===== config.mk =====
export PLATFORM = sky130hd
export DESIGN_NAME = uart_tx_scheduler
export DESIGN_NICKNAME = d
export VERILOG_FILES = /design/src/rtl/uart_tx_scheduler.sv
export SDC_FILE = /design/constraint.sdc
export NUM_CORES = 1
export LEC_CHECK = 0
export CAP_MARGIN = 0
export CORE_MARGIN = 8
export CORE_UTILIZATION = 41
export CTS_CLUSTER_DIAMETER = 80
export DETAILED_ROUTE_END_ITERATION = 8
export PLACE_DENSITY = 0.77
export SLEW_MARGIN = 20
export SYNTH_ARGS = -nofsm -noshare
export SYNTH_HDL_FRONTEND = slang
export SYNTH_SLANG_ARGS = --single-unit

===== constraint.sdc =====
create_clock -name clk -period 1.5 [get_ports clk]
set_input_delay 0.3 -clock clk [delete_from_list [all_inputs] [get_ports clk]]
set_output_delay 0.3 -clock clk [all_outputs]
set_load 0.01 [all_outputs]

===== src/rtl/uart_tx_scheduler.sv =====
// rtl/uart_tx_scheduler.sv - round-robin scheduler sharing one UART transmitter among byte producers
//
// Ports:
//   clk          system clock, rising edge
//   rst          asynchronous active-high reset
//   req_valid    [NUM_REQ]          requester i has a byte pending
//   req_data     [NUM_REQ*DATA_W]   byte of requester i at [i*DATA_W +: DATA_W]
//   req_ready    [NUM_REQ]          one-hot accept, only ever high in IDLE
//   tx_start     one-cycle launch pulse to the UART TX FSM
//   tx_data      [DATA_W]           byte latched at acceptance
//   tx_done      one-cycle completion pulse from the UART TX FSM
//   busy         high whenever the scheduler is not IDLE
//   grant_id     index of the last accepted requester
//   timeout_err  one-cycle pulse when tx_done does not arrive in time
module uart_tx_scheduler #(
    parameter int NUM_REQ        = 2,
    parameter int DATA_W         = 8,
    parameter int GAP_CYCLES     = 16,
    parameter int TIMEOUT_CYCLES = 0,
    localparam int ID_W          = (NUM_REQ > 1) ? $clog2(NUM_REQ) : 1
) (
    input  logic                      clk,
    input  logic                      rst,
    input  logic [NUM_REQ-1:0]        req_valid,
    input  logic [NUM_REQ*DATA_W-1:0] req_data,
    output logic [NUM_REQ-1:0]        req_ready,
    output logic                      tx_start,
    output logic [DATA_W-1:0]         tx_data,
    input  logic                      tx_done,
    output logic                      busy,
    output logic [ID_W-1:0]           grant_id,
    output logic                      timeout_err
);

    localparam int GAP_W = (GAP_CYCLES > 0) ? $clog2(GAP_CYCLES + 1) : 1;
    localparam int TO_W  = (TIMEOUT_CYCLES > 0) ? $clog2(TIMEOUT_CYCLES + 1) : 1;

    typedef enum logic [1:0] {
        IDLE      = 2'd0,
        START     = 2'd1,
        WAIT_DONE = 2'd2,
        GAP       = 2'd3
    } state_t;

    state_t            state;
    state_t            state_next;
    state_t            after_frame;
    logic [ID_W-1:0]   ptr;
    logic [GAP_W-1:0]  gap_cnt;
    logic [TO_W-1:0]   to_cnt;
    logic [ID_W-1:0]   win_hi;
    logic [ID_W-1:0]   win_lo;
    logic              hi_found;
    logic              any_valid;
    logic [ID_W-1:0]   winner;
    logic              accept;

    // Round-robin pick: lowest valid index at or above ptr, otherwise wrap
    // to the lowest valid index overall. Scanning downward leaves the lowest
    // match in each variable.
    always_comb begin
        win_hi    = '0;
        win_lo    = '0;
        hi_found  = 1'b0;
        any_valid = 1'b0;
        for (int i = NUM_REQ - 1; i >= 0; i--) begin
            if (req_valid[i]) begin
                win_lo    = ID_W'(i);
                any_valid = 1'b1;
                if (ID_W'(i) >= ptr) begin
                    win_hi   = ID_W'(i);
                    hi_found = 1'b1;
                end
            end
        end
        winner = hi_found ? win_hi : win_lo;
    end

    assign after_frame = (GAP_CYCLES == 0) ? IDLE : GAP;

    always_ff @(posedge clk or posedge rst) begin
        if (rst) begin
            state <= IDLE;
        end else begin
            state <= state_next;
        end
    end

    always_comb begin
        state_next  = state;
        req_ready   = '0;
        tx_start    = 1'b0;
        timeout_err = 1'b0;
        accept      = 1'b0;
        case (state)
            IDLE: begin
                // rst gate keeps ready low while the async reset is held
                if (any_valid && !rst) begin
                    req_ready  = NUM_REQ'(1) << winner;
                    accept     = 1'b1;
                    state_next = START;
                end
            end
            START: begin
                tx_start   = 1'b1;
                state_next = WAIT_DONE;
            end
            WAIT_DONE: begin
                // done takes priority over a timeout landing in the same cycle
                if (tx_done) begin
                    state_next = after_frame;
                end else if ((TIMEOUT_CYCLES != 0) &&
                             (to_cnt == TO_W'(TIMEOUT_CYCLES - 1))) begin
                    timeout_err = 1'b1;
                    state_next  = after_frame;
                end
            end
            GAP: begin
                if (gap_cnt <= GAP_W'(1)) begin
                    state_next = IDLE;
                end
            end
            default: state_next = IDLE;
        endcase
    end

    assign busy = (state != IDLE);

    always_ff @(posedge clk or posedge rst) begin
        if (rst) begin
            ptr      <= '0;
            tx_data  <= '0;
            grant_id <= '0;
            gap_cnt  <= '0;
            to_cnt   <= '0;
        end else begin
            if (accept) begin
                tx_data  <= req_data[int'(winner)*DATA_W +: DATA_W];
                grant_id <= winner;
                ptr      <= (winner == ID_W'(NUM_REQ - 1)) ? '0 : winner + 1'b1;
            end

            // gap counter holds the remaining GAP cycles, loaded on entry
            if (state != GAP && state_next == GAP) begin
                gap_cnt <= GAP_W'(GAP_CYCLES);
            end else if (state == GAP) begin
                gap_cnt <= gap_cnt - 1'b1;
            end else begin
                gap_cnt <= '0;
            end

            // wait counter is 0 in the first WAIT_DONE cycle
            if (state == WAIT_DONE && state_next == WAIT_DONE) begin
                to_cnt <= to_cnt + 1'b1;
            end else begin
                to_cnt <= '0;
            end
        end
    end

endmodule


==> results of run 1 <==
state kept, by name (all words and copies together), names as in the netlist:
register and flops:
ptr 1, gap_cnt 5, state 2, grant_id 1, tx_data 8
layout by cell type, fill, tap and decap left out, drive strengths merged, types with 2 or more instances in the layout:
| cell | instances |
|---|---|
| nor3 | 11 |
| nor2 | 5 |
| a221o | 8 |
| a21o | 2 |
| xnor2 | 3 |
| o21ai | 3 |
| clkdlybuf4s50 | 19 |
| nor3b | 2 |
| clkbuf | 3 |
| nand2 | 10 |
| inv | 3 |
| ha | 2 |
| dfrtp | 17 |
| dlygate4sd2 | 9 |
| buf | 18 |
worst max path at each step:
stage                   end  cells past startpoint
2_1_floorplan  req_ready[1]                      3
3_3_place_gp   req_ready[1]                      4
3_5_place_dp   req_ready[1]                      4
4_1_cts        req_ready[1]                      3
5_1_grt        req_ready[1]                      3
6_report       req_ready[1]                      3
cells in the mapped netlist, types with 2 or more instances:
cell type,n,area (µm²)
a221o_1,8,80.08
nor2_1,5,18.77
nor3_1,10,50.05
buf_6,3,33.78
ha_1,2,25.02
a21o_1,2,15.01
nand2_1,10,37.54
dfrtp_1,17,425.4
buf_2,2,10.01
xnor2_1,3,26.28
o21ai_0,2,10.01
inv_1,3,11.26
metal layers:
layer	wire length, µm	track usage
met5	0	0
met4	10	0.02597
met3	187	0.06889
met2	1308	0.2541
met1	938	0.1375
cells by family after synthesis:
kind of cell | synth area share
xor gates and xnor gates | 0.03084
other | 0.004401
and+or+nand+nor | 0.2071
AOI/OAI and AO/OA | 0.1556
DFF | 0.4993
buffers and inverters | 0.07342
adders and majority gates | 0.02936
per-stage QoR:
step	hold slack [ns]	setup TNS, ns	instance area, µm²	util
CTS	0.1806	-0.6117	1281	0.6531
detailed placement	0.4727	-3.359	1240	0.6320
finish	0.2008	-1.141	1330	0.6779
global placement	0.4637	-3.069	1240	0.6320
floorplan	0.2261	0	852.1	-
global route	0.2263	-1.757	1330	0.6779
worst reg2reg max path, cell delays in order, from the launching register on:
cell,delay [ns]
dfrtp_1,0.42
buf_4,0.15
buf_6,0.12
nor3_4,0.18
o21ai_2,0.11
buf_6,0.15
a221o_1,0.32
cell type report:
| cell class | count | area share |
|---|---|---|
| clock buffer | 3 | 0.01693 |
| clock inverter | 1 | 0.003763 |
| inverter | 3 | 0.008467 |
| multi-input combinational | 55 | 0.2944 |
| sequential | 17 | 0.3198 |
| tap | 27 | 0.02540 |
| timing repair buffer | 47 | 0.3311 |
power by group through the flow:
stage / registers (mW) / logic [mW] / clock network (mW)
5_1_grt: 0.859 / 1.12 / 0.266
4_1_cts: 0.829 / 0.982 / 0.255
3_3_place_gp: 0.822 / 0.988 / 0
6_report: 0.830 / 1.02 / 0.243
2_1_floorplan: 0.879 / 0.482 / 0
3_5_place_dp: 0.836 / 1.01 / 0
what timing repair did:
| action | in CTS | in global routing |
|---|---|---|
| gates cloned | 0 | 1 |
| gates resized for setup | 30 | 10 |
| pin swaps | 2 | 8 |
| endpoints found under the setup margin | 19 | 12 |
| buffers inserted | 1 | 2 |
==> flow_metrics.tcl, run 1 <==
set metrics [dict create \
    cpPeakStageDelay_ns 0.42 \
    die_area_mm2 0.003793 \
    timing.fmax_mhz 560.1 \
    crit_required_ns 1.20 \
    ys_async_sr_fraction 1.000 \
    violations "negative setup slack" \
    switching_share 0.3582 \
    setup_viol 12 \
    min_path_type "in2async" \
    drv_slew 0 \
    rsz0062_at_grt "yes" \
    internal_power_mw 1.345 \
    io_pins 35 \
    crit_family "simple AND/OR/NAND/NOR gates" \
    synth_nets 104 \
    timing.final.crit_period_ns 1.785 \
    grt_max_degree 11 \
    p_seq_frac 0.396 \
    post_synth_instance_area_um2 852.1 \
    multi_input_area_um2 391.6 \
    worst_slack_ns -0.2854 \
    nets 150 \
    grt_pass1_vias 860 \
    cts-root-buf "clkbuf_4" \
    arrival_ns 1.49 \
    stdcell_count 153 \
    clock_path_buffers 2 \
    cts_tree "done" \
    power_frac_clock 0.116 \
    ant_nets 0 \
    r2r_end "tx_data[3]" \
    routed_wl_um 2444 \
    postCtsHoldBufs 0 \
    post_drt_via_cell_ratio 5.039 \
    cp-startpoint "state[1]" \
    reg2reg_setup_slack_ns -0.06 \
    avgSynthCellArea_um2 10.52 \
    worstSkewPairLatency_ns 0.29 \
    r2r-start "state[1]" \
    p_sw_uw 750.7 \
    maxCapViolations 0 \
    antenna_found_initial 0 \
    finalHoldViolCount 0 \
    synth-edff-count 0 \
    grt_pass1_wl_um 3933 \
    vias 771 \
    syn_inst 81 \
    dpl_worst_slack_ns -0.6959 \
    dpl.hpwl_um 1795 \
    finalClockSkew_ns 0.002734 \
    htreeDepth 1 \
    path_buf_inv 1 \
    critPathLaunchType "register" \
    power_frac_comb 0.488 \
    synth_flop_cell "dfrtp_1" \
    grt.overflow.total 0 \
    drc_errors 0 \
    fill_cells 178 \
    core_area_mm2 0.001962 \
    crit_fanout 2 \
    start_util 0.4343 \
    dp.cells 145 \
    synth_cell_types 26 \
    power_leakage_nw 0.6360 \
    total_power_mw 2.096 \
    routedWlPerCell_um 15.97 \
    cts_buffers 3 \
    row_count 16 \
    period_share 1.190 \
    synth_seq_area_share 0.4993 \
    port_buffers 33 \
    drt_iter0_drc 17 \
    status "finished, violations left" \
    path_class "reg2out" \
    num_antenna_cells 0 \
    die_w_um 61.59 \
    reg2reg_depth 6 \
    cp-end-kind "primary output" \
    drive_gt1_frac 0.2381 \
    powerDensity_mw_per_mm2 1576 \
    syn_to_final_growth_pct 56.09 \
    clk_pin_slew_ns 0.10 \
    critical_path.slowest_cell "dfrtp_1" \
    drt-pass1-iter-count 4 \
    gp_congestion 0.7535 \
    ys_seq_elements 17 \
    ff_latch_area_um2 425.4 \
    crit_path_cell_trace "or3_4 > nor3b_4 > buf_2" \
    cts_num_sinks 17 \
    fp.dieH_um 61.59 \
    grt.total_usage 0.1387 \
    peakVddDrop_v 0.0008806 \
    yosys_warnings 0 \
]
Power figures use the tool's default switching activity.
==> run 2, diff against run 1 <==
--- a/config.mk
+++ b/config.mk
@@ -10,7 +10,7 @@
 export CORE_UTILIZATION = 41
 export CTS_CLUSTER_DIAMETER = 80
 export DETAILED_ROUTE_END_ITERATION = 8
-export PLACE_DENSITY = 0.77
+export PLACE_DENSITY = 0.76
 export SLEW_MARGIN = 20
 export SYNTH_ARGS = -nofsm -noshare
 export SYNTH_HDL_FRONTEND = slang
==> run 2 against run 1 <==
  * The flow still finishes with violations (negative setup slack)
  * Cell area shrank 2.9%
  * Register-to-register slack gained 0.10 ns
  * Sequential cell count is the same
  * Clock skew grew 0.0036 ns
  * Critical endpoint unchanged
  * Routed wire length shrank 9.7%
  * Largest cell class is now registers
==> flow_metrics.tcl, run 2 (same netlist as run 1, synthesis figures left out) <==
set metrics [dict create \
    status "finished, violations left" \
    violations "negative setup slack" \
    syn_to_final_growth_pct 51.54 \
    top_layer "met4" \
    timing.fmax_mhz 573.4 \
    drt_iter0_drc 12 \
    tns_ns -0.5462 \
    drt-pass1-iter-count 4 \
    layout_commonest_cell "clkdlybuf4s50_1" \
    die_w_um 61.59 \
    whs_ns 0.2032 \
    stdcell_count 151 \
    peakVddDrop_v 0.0008862 \
    largest_register_ffs 8 \
    finalHoldViolCount 0 \
    cp-end-kind "primary output" \
    period_share 1.163 \
    die_area_mm2 0.003793 \
    row_count 16 \
    r2r_end "tx_data[1]" \
    routedWlPerCell_um 14.62 \
    core_area_mm2 0.001962 \
    power_leakage_nw 0.6085 \
    dpl.hpwl_um 1700 \
    dp.cells 144 \
    worstSkewPairLatency_ns 0.29 \
    worst_slack_ns -0.2440 \
    largestRegisters "tx_data: 8 flops, gap_cnt: 5 flops, state: 2 flops" \
    grt_pass1_vias 787 \
    arrival_ns 1.44 \
    crit_required_ns 1.20 \
    dr_wl_met3_um 162 \
    post_drt_via_cell_ratio 5.086 \
    largest_register "tx_data" \
    rsz0062_at_grt "yes" \
    start_util 0.4343 \
    grt.total_usage 0.1294 \
    met1_length_um 936 \
    cts_num_sinks 17 \
    r2r-start "state[0]" \
    cts_tree "done" \
    critPathLaunchType "register" \
    wl_met2_um 1090 \
    cts-root-buf "clkbuf_4" \
    reg2reg_depth 6 \
    fill_cells 185 \
    drive_gt1_frac 0.2258 \
    grt_max_degree 18 \
    powerDensity_mw_per_mm2 1549 \
    min_path_type "in2async" \
    vias 768 \
    port_buffers 33 \
    ant_nets 0 \
    grt_pass1_wl_um 3677 \
    cts_buffers 3 \
    htreeDepth 1 \
    timing.final.crit_period_ns 1.744 \
    finalClockSkew_ns 0.006365 \
    fp.dieH_um 61.59 \
    postCtsHoldBufs 0 \
    dpl_worst_slack_ns -0.7234 \
    reg2reg_setup_slack_ns 0.04 \
    clk_pin_slew_ns 0.11 \
    gp_congestion 0.7513 \
    maxCapViolations 0 \
    nets 148 \
    crit_fanout 2 \
    io_pins 35 \
    drc_errors 0 \
    drv_slew 0 \
    routed_wl_um 2207 \
    num_antenna_cells 0 \
    clock_path_buffers 2 \
    grt.overflow.total 0 \
    path_class "reg2out" \
    setup_viol 4 \
    most-common-layout-cells "19 x clkdlybuf4s50_1, 17 x dfrtp_1, 11 x buf_4" \
    antenna_found_initial 0 \
]
-- run 2: critical path, stage by stage (launching register included) --
cell	delay, ns
dfrtp_1	0.42
or3_4	0.39
nor3b_4	0.18
buf_2	0.16
-- run 2: worst max-delay path by stage --
stage              from            to  slack, ns  depth (start not counted)
2_1_floorplan  state[1]  req_ready[1]       0.06                          3
3_3_place_gp        rst  req_ready[1]      -0.71                          4
3_5_place_dp        rst  req_ready[1]      -0.72                          4
4_1_cts        state[0]  req_ready[1]      -0.29                          3
5_1_grt        state[0]  req_ready[1]      -0.29                          3
6_report       state[1]  req_ready[1]      -0.24                          3
-- run 2: final cells by class --
cell class              instances  area (µm²)  area share
repair buffers                 45       404.1      0.3130
clock inverters                 1       5.005    0.003876
multi-input cells              55       389.1      0.3014
inverters                       3       11.26    0.008721
clock buffers                   3       22.52     0.01744
well taps                      27       33.78     0.02616
flip-flops and latches         17       425.4      0.3295
-- run 2: per-stage QoR --
step	area, µm²	total power, mW	util
after floorplan	852.1	1.361	-
after global placement	1232	1.806	0.6282
after detailed placement	1232	1.836	0.6282
after CTS	1265	2.012	0.6448
after global routing	1291	2.150	0.6582
final	1291	2.001	0.6582
-- run 2: timing repair --
item / in CTS / in global routing
pin swaps: 3 / 2
buffers inserted: 2 / 1
gates resized for setup: 28 / 4
endpoints found under the setup margin: 21 / 12
-- run 2: where the power goes --
part | leakage (nW) | total (mW) | switching [mW] | internal (mW)
registers | 0.209 | 0.822 | 0.147 | 0.675
logic | 0.382 | 0.927 | 0.418 | 0.509
clock network | 0.0177 | 0.252 | 0.153 | 0.0990
total | 0.608 | 2.00 | 0.718 | 1.28
-- run 2: metal layers --
layer | global-route usage | vias up
met5 | 0 | -
met4 | 0.04870 | 0
met3 | 0.04593 | 2
met2 | 0.2201 | 20
met1 | 0.1436 | 377
li1 | - | 369
